<file path="src/rtl/cv32e40p_tmr_breakage_monitor.sv">
// Per-replica up/down fault counters behind a TMR voter; flags broken replicas and a sticky fatal condition.
// All outputs are registered and appear the cycle after the causing input; there is no backpressure and a new sample is accepted every cycle.
module cv32e40p_tmr_breakage_monitor #(
  parameter int DECREMENT          = 1,
  parameter int INCREMENT          = 1,
  parameter int BREAKING_THRESHOLD = 3,
  parameter int COUNT_BIT          = 8,
  parameter int INC_DEC_BIT        = 2
) (
  input  logic                   clk,
  input  logic                   rst_n,
  input  logic                   valid_i,
  input  logic [2:0]             err_i,
  input  logic                   clear_i,
  output logic [2:0]             broken_o,
  output logic [2:0]             suspect_o,
  output logic                   fatal_o,
  output logic                   broken_event_o,
  output logic [3*COUNT_BIT-1:0] count_o
);

  localparam int CW = COUNT_BIT + 1;
  localparam logic [INC_DEC_BIT-1:0] INC_C = INC_DEC_BIT'(INCREMENT);
  localparam logic [INC_DEC_BIT-1:0] DEC_C = INC_DEC_BIT'(DECREMENT);
  localparam logic [CW-1:0] INC_X = CW'(INC_C);
  localparam logic [CW-1:0] DEC_X = CW'(DEC_C);
  localparam logic [CW-1:0] THR_X = CW'(BREAKING_THRESHOLD);
  localparam logic [CW-1:0] MAX_X = CW'((2 ** COUNT_BIT) - 1);

  typedef enum logic [1:0] {ST_OK, ST_SUSPECT, ST_BROKEN} state_t;

  state_t               state_q [3];
  state_t               state_d [3];
  logic [COUNT_BIT-1:0] count_q [3];
  logic [COUNT_BIT-1:0] count_d [3];
  logic                 fatal_q, fatal_d;
  logic                 event_q, event_d;
  logic [2:0]           masked_err;
  logic [1:0]           n_err, n_brk;
  logic [CW-1:0]        sum;

  always_comb begin
    for (int i = 0; i < 3; i++) begin
      broken_o[i]  = (state_q[i] == ST_BROKEN);
      suspect_o[i] = (state_q[i] == ST_SUSPECT);
      count_o[i*COUNT_BIT +: COUNT_BIT] = count_q[i];
    end
    fatal_o        = fatal_q;
    broken_event_o = event_q;
  end

  assign masked_err = err_i & ~broken_o;

  always_comb begin
    n_err   = '0;
    n_brk   = '0;
    sum     = '0;
    event_d = 1'b0;
    for (int i = 0; i < 3; i++) begin
      state_d[i] = state_q[i];
      count_d[i] = count_q[i];
      n_err      = n_err + {1'b0, masked_err[i]};
      if (valid_i && state_q[i] != ST_BROKEN) begin
        // Arithmetic one bit wider so saturation and flooring never wrap.
        if (masked_err[i]) begin
          sum = {1'b0, count_q[i]} + INC_X;
          if (sum > MAX_X) sum = MAX_X;
        end else begin
          sum = ({1'b0, count_q[i]} >= DEC_X) ? ({1'b0, count_q[i]} - DEC_X) : '0;
        end
        count_d[i] = sum[COUNT_BIT-1:0];
        if (sum >= THR_X) begin
          state_d[i] = ST_BROKEN;
          event_d    = 1'b1;
        end else if (sum == '0) begin
          state_d[i] = ST_OK;
        end else begin
          state_d[i] = ST_SUSPECT;
        end
      end
      if (state_d[i] == ST_BROKEN) n_brk = n_brk + 2'd1;
    end
    fatal_d = fatal_q | (valid_i && n_err >= 2'd2) | (n_brk >= 2'd2);
    if (clear_i) begin
      for (int i = 0; i < 3; i++) begin
        state_d[i] = ST_OK;
        count_d[i] = '0;
      end
      fatal_d = 1'b0;
      event_d = 1'b0;
    end
  end

  always_ff @(posedge clk or negedge rst_n) begin
    if (!rst_n) begin
      for (int i = 0; i < 3; i++) begin
        state_q[i] <= ST_OK;
        count_q[i] <= '0;
      end
      fatal_q <= 1'b0;
      event_q <= 1'b0;
    end else begin
      for (int i = 0; i < 3; i++) begin
        state_q[i] <= state_d[i];
        count_q[i] <= count_d[i];
      end
      fatal_q <= fatal_d;
      event_q <= event_d;
    end
  end

endmodule

</file>
<file path="config.mk">
export PLATFORM = sky130hd
export DESIGN_NAME = cv32e40p_tmr_breakage_monitor
export DESIGN_NICKNAME = d
export VERILOG_FILES = /design/src/rtl/cv32e40p_tmr_breakage_monitor.sv
export SDC_FILE = /design/constraint.sdc
export NUM_CORES = 1
export LEC_CHECK = 0
export BUFFER_PORTS_ARGS = -buffer_cell sky130_fd_sc_hd__buf_2
export CORE_UTILIZATION = 45
export DETAILED_ROUTE_END_ITERATION = 10
export GPL_ROUTABILITY_DRIVEN = 0
export PLACE_DENSITY = 0.64
export SLEW_MARGIN = 20
export SYNTH_ARGS = -nofsm -noshare
export SYNTH_HDL_FRONTEND = slang
export SYNTH_SLANG_ARGS = --single-unit
export TNS_END_PERCENT = 20
</file>
<file path="constraint.sdc">
create_clock -name clk -period 8.6 [get_ports clk]
set_input_delay 0.86 -clock clk [delete_from_list [all_inputs] [get_ports clk]]
set_output_delay 0.86 -clock clk [all_outputs]
set_load 0.01 [all_outputs]
</file>
==> run_results.csv, run 1 <==
group,metric,value,unit
synthesis,synthAdderAreaFrac,4.87,%
sta,setup_violations,0,
job,maxCapViolCount,0,
setup_path,cp_top_family,"compound AO/OA/AOI/OAI gates",
cells_and_area,antenna_cells,0,
power_and_ir_drop,switchingPower,0.329,mW
clock_tree,ctsResizeCount,0,
synthesis,yosys_warnings,0,
setup_path,rr_endpoint,"fatal_o",
power_and_ir_drop,worst_ir_drop_vdd,0.105,mV
synthesis,syn_nets,419,
clock_tree,cts_root_buf,"clkbuf_8",
setup_path,critical_path_class,"flop to flop",
routing,ant_nets,0,
synthesis,synth_top_family_by_area,"simple AND/OR/NAND/NOR gates",
sta,period_share,37.5,%
synthesis,yosys.area.top_type_share,26.4,%
power_and_ir_drop,pwr-share-clk,19.1,%
synthesis,synth.most_common_cell,"nand2_1",
setup_path,reg2reg_slack,5.37,ns
setup_path,worst-path-buf-inv,1,
sta,tightest_slew,0.717,ns
floorplanning,io_pins,39,
global_routing,grt_max_degree,34,
routing,vias,3210,
setup_path,reg2reg_depth,10,
sta,report.final.slew_viol_count,0,
setup_path,cp.required,8.73,ns
clock_tree,path_clk_slew,0.07,ns
synthesis,synth_seq_cells,32,
synthesis,yosys.area_share.simple,29.6,%
routing,first_pass_iters,7,
cells_and_area,areaGrowthSynthToFinish,9.25,%
routing,drt_iter0_markers,240,
setup_path,worst-path-max-fanout,8,
floorplanning,die_w,84.1,um
setup_path,r2r_start,"count_o[1]",
power_and_ir_drop,p_leak,1.43,nW
cells_and_area,finalNonFillerCells,497,
setup_path,max_stage_delay,0.56,ns
clock_tree,clk_path_buf_depth,2,
outcome,violations,"design-rule violations",
cells_and_area,nets,437,
floorplanning,die_area,7070,um2
setup_path,endpoint_kind,"flop",
global_routing,grt_pass1_vias,2914,
synthesis,ys_async_sr_fraction,100,%
sta,fin_setup_tns,0,ns
setup_path,arrival,3.36,ns
global_routing,antenna_found_initial,0,
synthesis,synth_cells,401,
synthesis,synthMuxAreaShare,1.32,%
sta,rsz0062_at_grt,"no",
sta,min_period,3.23,ns
floorplanning,fp.dieH,84.1,um
clock_tree,clock_latency,0.28,ns
setup_path,path_common_cell,"a32oi_1",
sta,maxSlewHeadroom,52.0,%
synthesis,synth_compound_area_share,27.8,%
setup_path,path_cells,"inv_1 > ha_1 > nor4_1 > a32oi_1 > a32oi_1 > o21ai_0 > or4b_1 > o21ai_1 > a21boi_1 > o32ai_1",
cells_and_area,drive_gt1_share,13.3,%
clock_tree,htree_levels,2,
clock_tree,numCtsBuffers,5,
clock_tree,cts_setup_buffers,0,
clock_tree,hold_buffers,0,
placement,dp_hpwl,6.03,mm
routing,wl,8.31,mm
min_path,hold_depth,2,
floorplanning,row_count,29,
synthesis,postSynthAreaPerCell,7.56,um2
clock_tree,cts_sinks,32,
floorplanning,initial_utilization,47.2,%
floorplanning,design.core.area,6420,um2
sta,hold_viol,0,
placement,dp.cells,489,
synthesis,netlist_top_cells_count,"nand2_1, nor2_1, a21oi_1, dfrtp_1, inv_1",
setup_path,crit_slowest_cell,"or4b_1",
placement,io_buffer_count,38,
min_path,min_path_type,"flop to flop",
global_routing,grtUsageTotal,24.6,%
synthesis,syn-cell-area,3030,um2
min_path,hp-start,"state_q[2]",
synthesis,synthTopCellsByArea,"dfrtp_1, a21oi_1, nand2_1",
synthesis,synth_edf_count,0,
sta,clock-skew-final,0.00366,ns
min_path,worstHoldEndpoint,"state_q[2]",
outcome,status,"finished, violations left",
power_and_ir_drop,power.combinational.fraction,50.7,%
power_and_ir_drop,power_density,224,nW/um2
synthesis,synth_ff_type,"dfrtp_1",
routing,drt-wirelength-per-cell,16.7,um
routing,vias_per_cell,6.46,
power_and_ir_drop,p_seq_share,30.2,%
global_routing,grt_first_pass_wirelength,14.3,mm
sta,fmax,0.310,GHz
setup_path,start_kind,"flop",
routing,drc,6,
synthesis,synth_area_leader_cell,"dfrtp_1",
power_and_ir_drop,p_sw_share,44.4,%
clock_tree,cts_tree,"done",
synthesis,ys_types,69,
power_and_ir_drop,internal_power,0.413,mW
synthesis,yosysSeqAreaShare,26.4,%
synthesis,synthXorXnorAreaFrac,3.18,%
global_routing,overflow,0,
==> metal layers <==
layer,track usage (%),routed length (um),vias up
met3,3.36,502,12
met4,7.84,119,0
met5,0,0,-
li1,-,-,1531
met2,38.9,3840,133
met1,34.6,3850,1534
==> metrics by stage <==
step                      utilization, %  power [mW]  hold WS [ns]  cell area [um2]  setup slack (ns)
after floorplan                        -       0.502         0.487             3030              5.79
after global placement              49.9       0.592         0.530             3200              5.45
after detailed placement            49.9       0.595         0.533             3200              5.34
after CTS                           51.5       0.740         0.550             3310              5.44
after global routing                51.5       0.803         0.605             3310              5.15
final                               51.5       0.743         0.551             3310              5.37
==> worst reg2reg max path, cell delays in order (launching register included) <==
cell      delay (ns)
dfrtp_1         0.49
inv_1           0.14
ha_1            0.23
nor4_1          0.34
a32oi_1         0.27
a32oi_1         0.35
o21ai_0         0.15
or4b_1          0.56
o21ai_1         0.23
a21boi_1        0.21
o32ai_1         0.10
==> flip-flops by register name, indices dropped and copies added (netlist names) <==
| register | cells |
|---|---|
| state_q | 6 |
| count_o | 24 |
| broken_event_o | 1 |
| fatal_o | 1 |
==> power groups by stage <==
stage               Sequential, mW  Combinational, mW  Clock [mW]
floorplan                    0.204              0.298           0
global placement             0.225              0.367           0
detailed placement           0.225              0.370           0
CTS                          0.222              0.372       0.146
global route                 0.230              0.418       0.154
finish                       0.225              0.377       0.142
==> cell type report <==
cell class / count / area, um2
tap: 77 / 96.3
fill: 613 / 3110
multi-input combinational: 317 / 2020
inverter: 25 / 93.8
clock buffer: 6 / 72.6
timing repair buffer: 38 / 190
clock inverter: 2 / 35.0
sequential: 32 / 801
==> worst max-delay path by stage <==
stage	startpoint	to	slack, ns	depth (start not counted)
after global placement	err_i[1]	fatal_o	5.45	9
after detailed placement	err_i[1]	fatal_o	5.34	9
final	count_o[1]	fatal_o	5.37	10
after floorplan	count_o[16]	state_q[0]	5.79	11
after global routing	count_o[1]	fatal_o	5.15	10
after CTS	count_o[1]	fatal_o	5.44	10
==> kinds of logic after synthesis <==
family                     count (synthesis)
and+or+nand+nor                          167
AOI/OAI and AO/OA                        123
buffers and inverters                     52
DFF                                       32
adders and majority gates                 12
xor gates and xnor gates                  11
muxes                                      4
==> cell usage in the layout, fill, tap and decap left out, drive strengths merged, types with 3 or more instances in the layout <==
cell / instances
a211o: 4
a211oi: 11
a21boi: 3
a21oi: 32
a22oi: 3
a311oi: 5
a31oi: 7
a32oi: 3
and3: 9
and4: 3
buf: 38
clkbuf: 6
dfrtp: 32
ha: 11
inv: 25
mux2i: 4
nand2: 39
nand2b: 6
nand3: 12
nand4: 5
nor2: 36
nor2b: 6
nor3: 17
nor3b: 6
nor4: 7
nor4b: 3
o211ai: 6
o21ai: 19
o31ai: 3
or3: 8
or4: 5
xnor2: 7
xor2: 4
Power figures use the tool's default switching activity.
==> inputs of run 2 (changes only) <==
==> constraint.sdc (replaced) <==
create_clock -name clk -period 3.38 [get_ports clk]
set_input_delay 0.338 -clock clk [delete_from_list [all_inputs] [get_ports clk]]
set_output_delay 0.338 -clock clk [all_outputs]
set_load 0.01 [all_outputs]
==> run_results.csv, run 2 (same netlist as run 1, synthesis figures left out) <==
group,metric,value,unit
outcome,status,"finished, violations left",
outcome,violations,"design-rule violations",
power_and_ir_drop,p_leak,1.46,nW
setup_path,max_stage_delay,0.56,ns
routing,first_pass_iters,8,
power_and_ir_drop,p_total,1.91,mW
floorplanning,io_pins,39,
routing,vias_per_cell,6.49,
cells_and_area,finalNonFillerCells,502,
routing,ant_nets,0,
clock_tree,cts_sinks,32,
sta,maxSlewHeadroom,50.9,%
placement,dp.cells,494,
placement,place_area,3240,um2
routing,vias,3260,
routing,wl,8.44,mm
clock_tree,numCtsBuffers,5,
clock_tree,ctsResizeCount,0,
sta,tightest_slew,0.737,ns
clock_tree,clock_latency,0.29,ns
setup_path,worst-path-max-fanout,13,
clock_tree,cts_setup_buffers,0,
global_routing,busiest_layer,"met2",
global_routing,grtUsageMet2,38.3,%
global_routing,antenna_found_initial,0,
clock_tree,htree_levels,2,
setup_path,crit_slowest_cell,"dfrtp_1",
sta,clock-skew-final,0.00625,ns
setup_path,critical_path_class,"flop to flop",
power_and_ir_drop,worst_ir_drop_vdd,0.193,mV
global_routing,grt_util_met3,3.76,%
sta,setup_violations,0,
setup_path,cp.required,3.57,ns
clock_tree,clk_path_buf_depth,2,
sta,fin_setup_tns,0,ns
cells_and_area,drive_gt1_share,14.6,%
sta,min_period,3.04,ns
job,maxCapViolCount,0,
cells_and_area,layout_commonest_cell,"nand2_1",
global_routing,met1_usage,34.0,%
setup_path,reg2reg_slack,0.34,ns
setup_path,endpoint_kind,"flop",
floorplanning,row_count,29,
floorplanning,die_w,84.1,um
routing,drt-wirelength-per-cell,16.8,um
routing,drc,6,
sta,period_share,89.8,%
sta,fmax,0.329,GHz
cells_and_area,post-route-cell-area,3350,um2
floorplanning,design.core.area,6420,um2
floorplanning,die_area,7070,um2
clock_tree,cts_tree,"done",
clock_tree,cts_root_buf,"clkbuf_8",
setup_path,path_cells,"inv_1 > ha_1 > nor3b_1 > maj3_1 > and4_1 > a311oi_1 > o2111ai_1 > nor3_1 > nand2_1 > a211oi_1",
cells_and_area,areaGrowthSynthToFinish,10.6,%
sta,report.final.slew_viol_count,0,
global_routing,grt_first_pass_wirelength,14.0,mm
cells_and_area,post-route-util,52.2,%
global_routing,grtUsageTotal,24.5,%
global_routing,overflow,0,
routing,drt_iter0_markers,343,
global_routing,grt_pass1_vias,2914,
sta,hold_viol,0,
cells_and_area,final_cell_mix,"nand2_1, buf_2, nor2_1, a21oi_1, dfrtp_1",
cells_and_area,largest_register_ffs,24,
clock_tree,path_clk_slew,0.07,ns
min_path,min_path_type,"primary input to async pin",
global_routing,grt_max_degree,34,
placement,io_buffer_count,38,
floorplanning,fp.dieH,84.1,um
setup_path,arrival,3.23,ns
setup_path,start_kind,"flop",
cells_and_area,nets,442,
floorplanning,initial_utilization,47.2,%
placement,dp_hpwl,6.08,mm
sta,rsz0062_at_grt,"no",
clock_tree,hold_buffers,0,
cells_and_area,antenna_cells,0,
power_and_ir_drop,power_density,570,nW/um2
[run 2: cell types whose count changed in the layout (fill, tap and decap cells not counted), sizes merged]
cell and change:
buf +5, clkbuf -1, clkinvlp +1
[run 2: metrics by stage]
step	hold slack, ns	setup slack, ns
6_report	0.112	0.345
5_1_grt	0.158	0.138
4_1_cts	0.127	0.378
3_5_place_dp	0.443	0.404
3_3_place_gp	0.446	0.398
2_1_floorplan	0.0424	0.566
[run 2: path summary, 6_finish.rpt]
| check | from | endpoint | cells past startpoint |
|---|---|---|---|
| worst max-delay path | count_o[16] | state_q[0] | 10 |
| worst min-delay path | rst_n | state_q[3] | 1 |
| worst max register to register | count_o[16] | state_q[0] | 10 |
| worst min register to register | state_q[2] | state_q[2] | 2 |
| max in group asynchronous | rst_n | count_o[3] | 1 |
| min in group clk | valid_i | state_q[3] | 3 |
[run 2: layout make-up]
cell class | instances | area, um2
Fill cell | 642 | 3070
Sequential cell | 32 | 801
Clock inverter | 3 | 42.5
Tap cell | 77 | 96.3
Clock buffer | 5 | 68.8
Multi-Input combinational cell | 317 | 2020
Inverter | 25 | 93.8
Timing Repair Buffer | 43 | 228
[run 2: metal layers]
| layer | vias up | share of wire (%) |
|---|---|---|
| met5 | - | 0 |
| met1 | 1538 | 46 |
| met3 | 16 | 6.5 |
| met2 | 156 | 46 |
| met4 | 0 | 1.5 |
| li1 | 1550 | - |
[run 2: power breakdown]
part	switching [mW]	leakage, nW	internal [mW]
Sequential	0.123	0.426	0.438
Clock	0.155	0.0541	0.218
Combinational	0.575	0.978	0.402
Total	0.853	1.46	1.06
[run 2: worst max-delay path: cells and delay by family, from the launching register on]
family	cells	cell delay [ns]
simple gates	4	0.76
buf+inv	1	0.12
flops	1	0.56
fa+ha+maj	2	0.71
compound gates	3	0.80
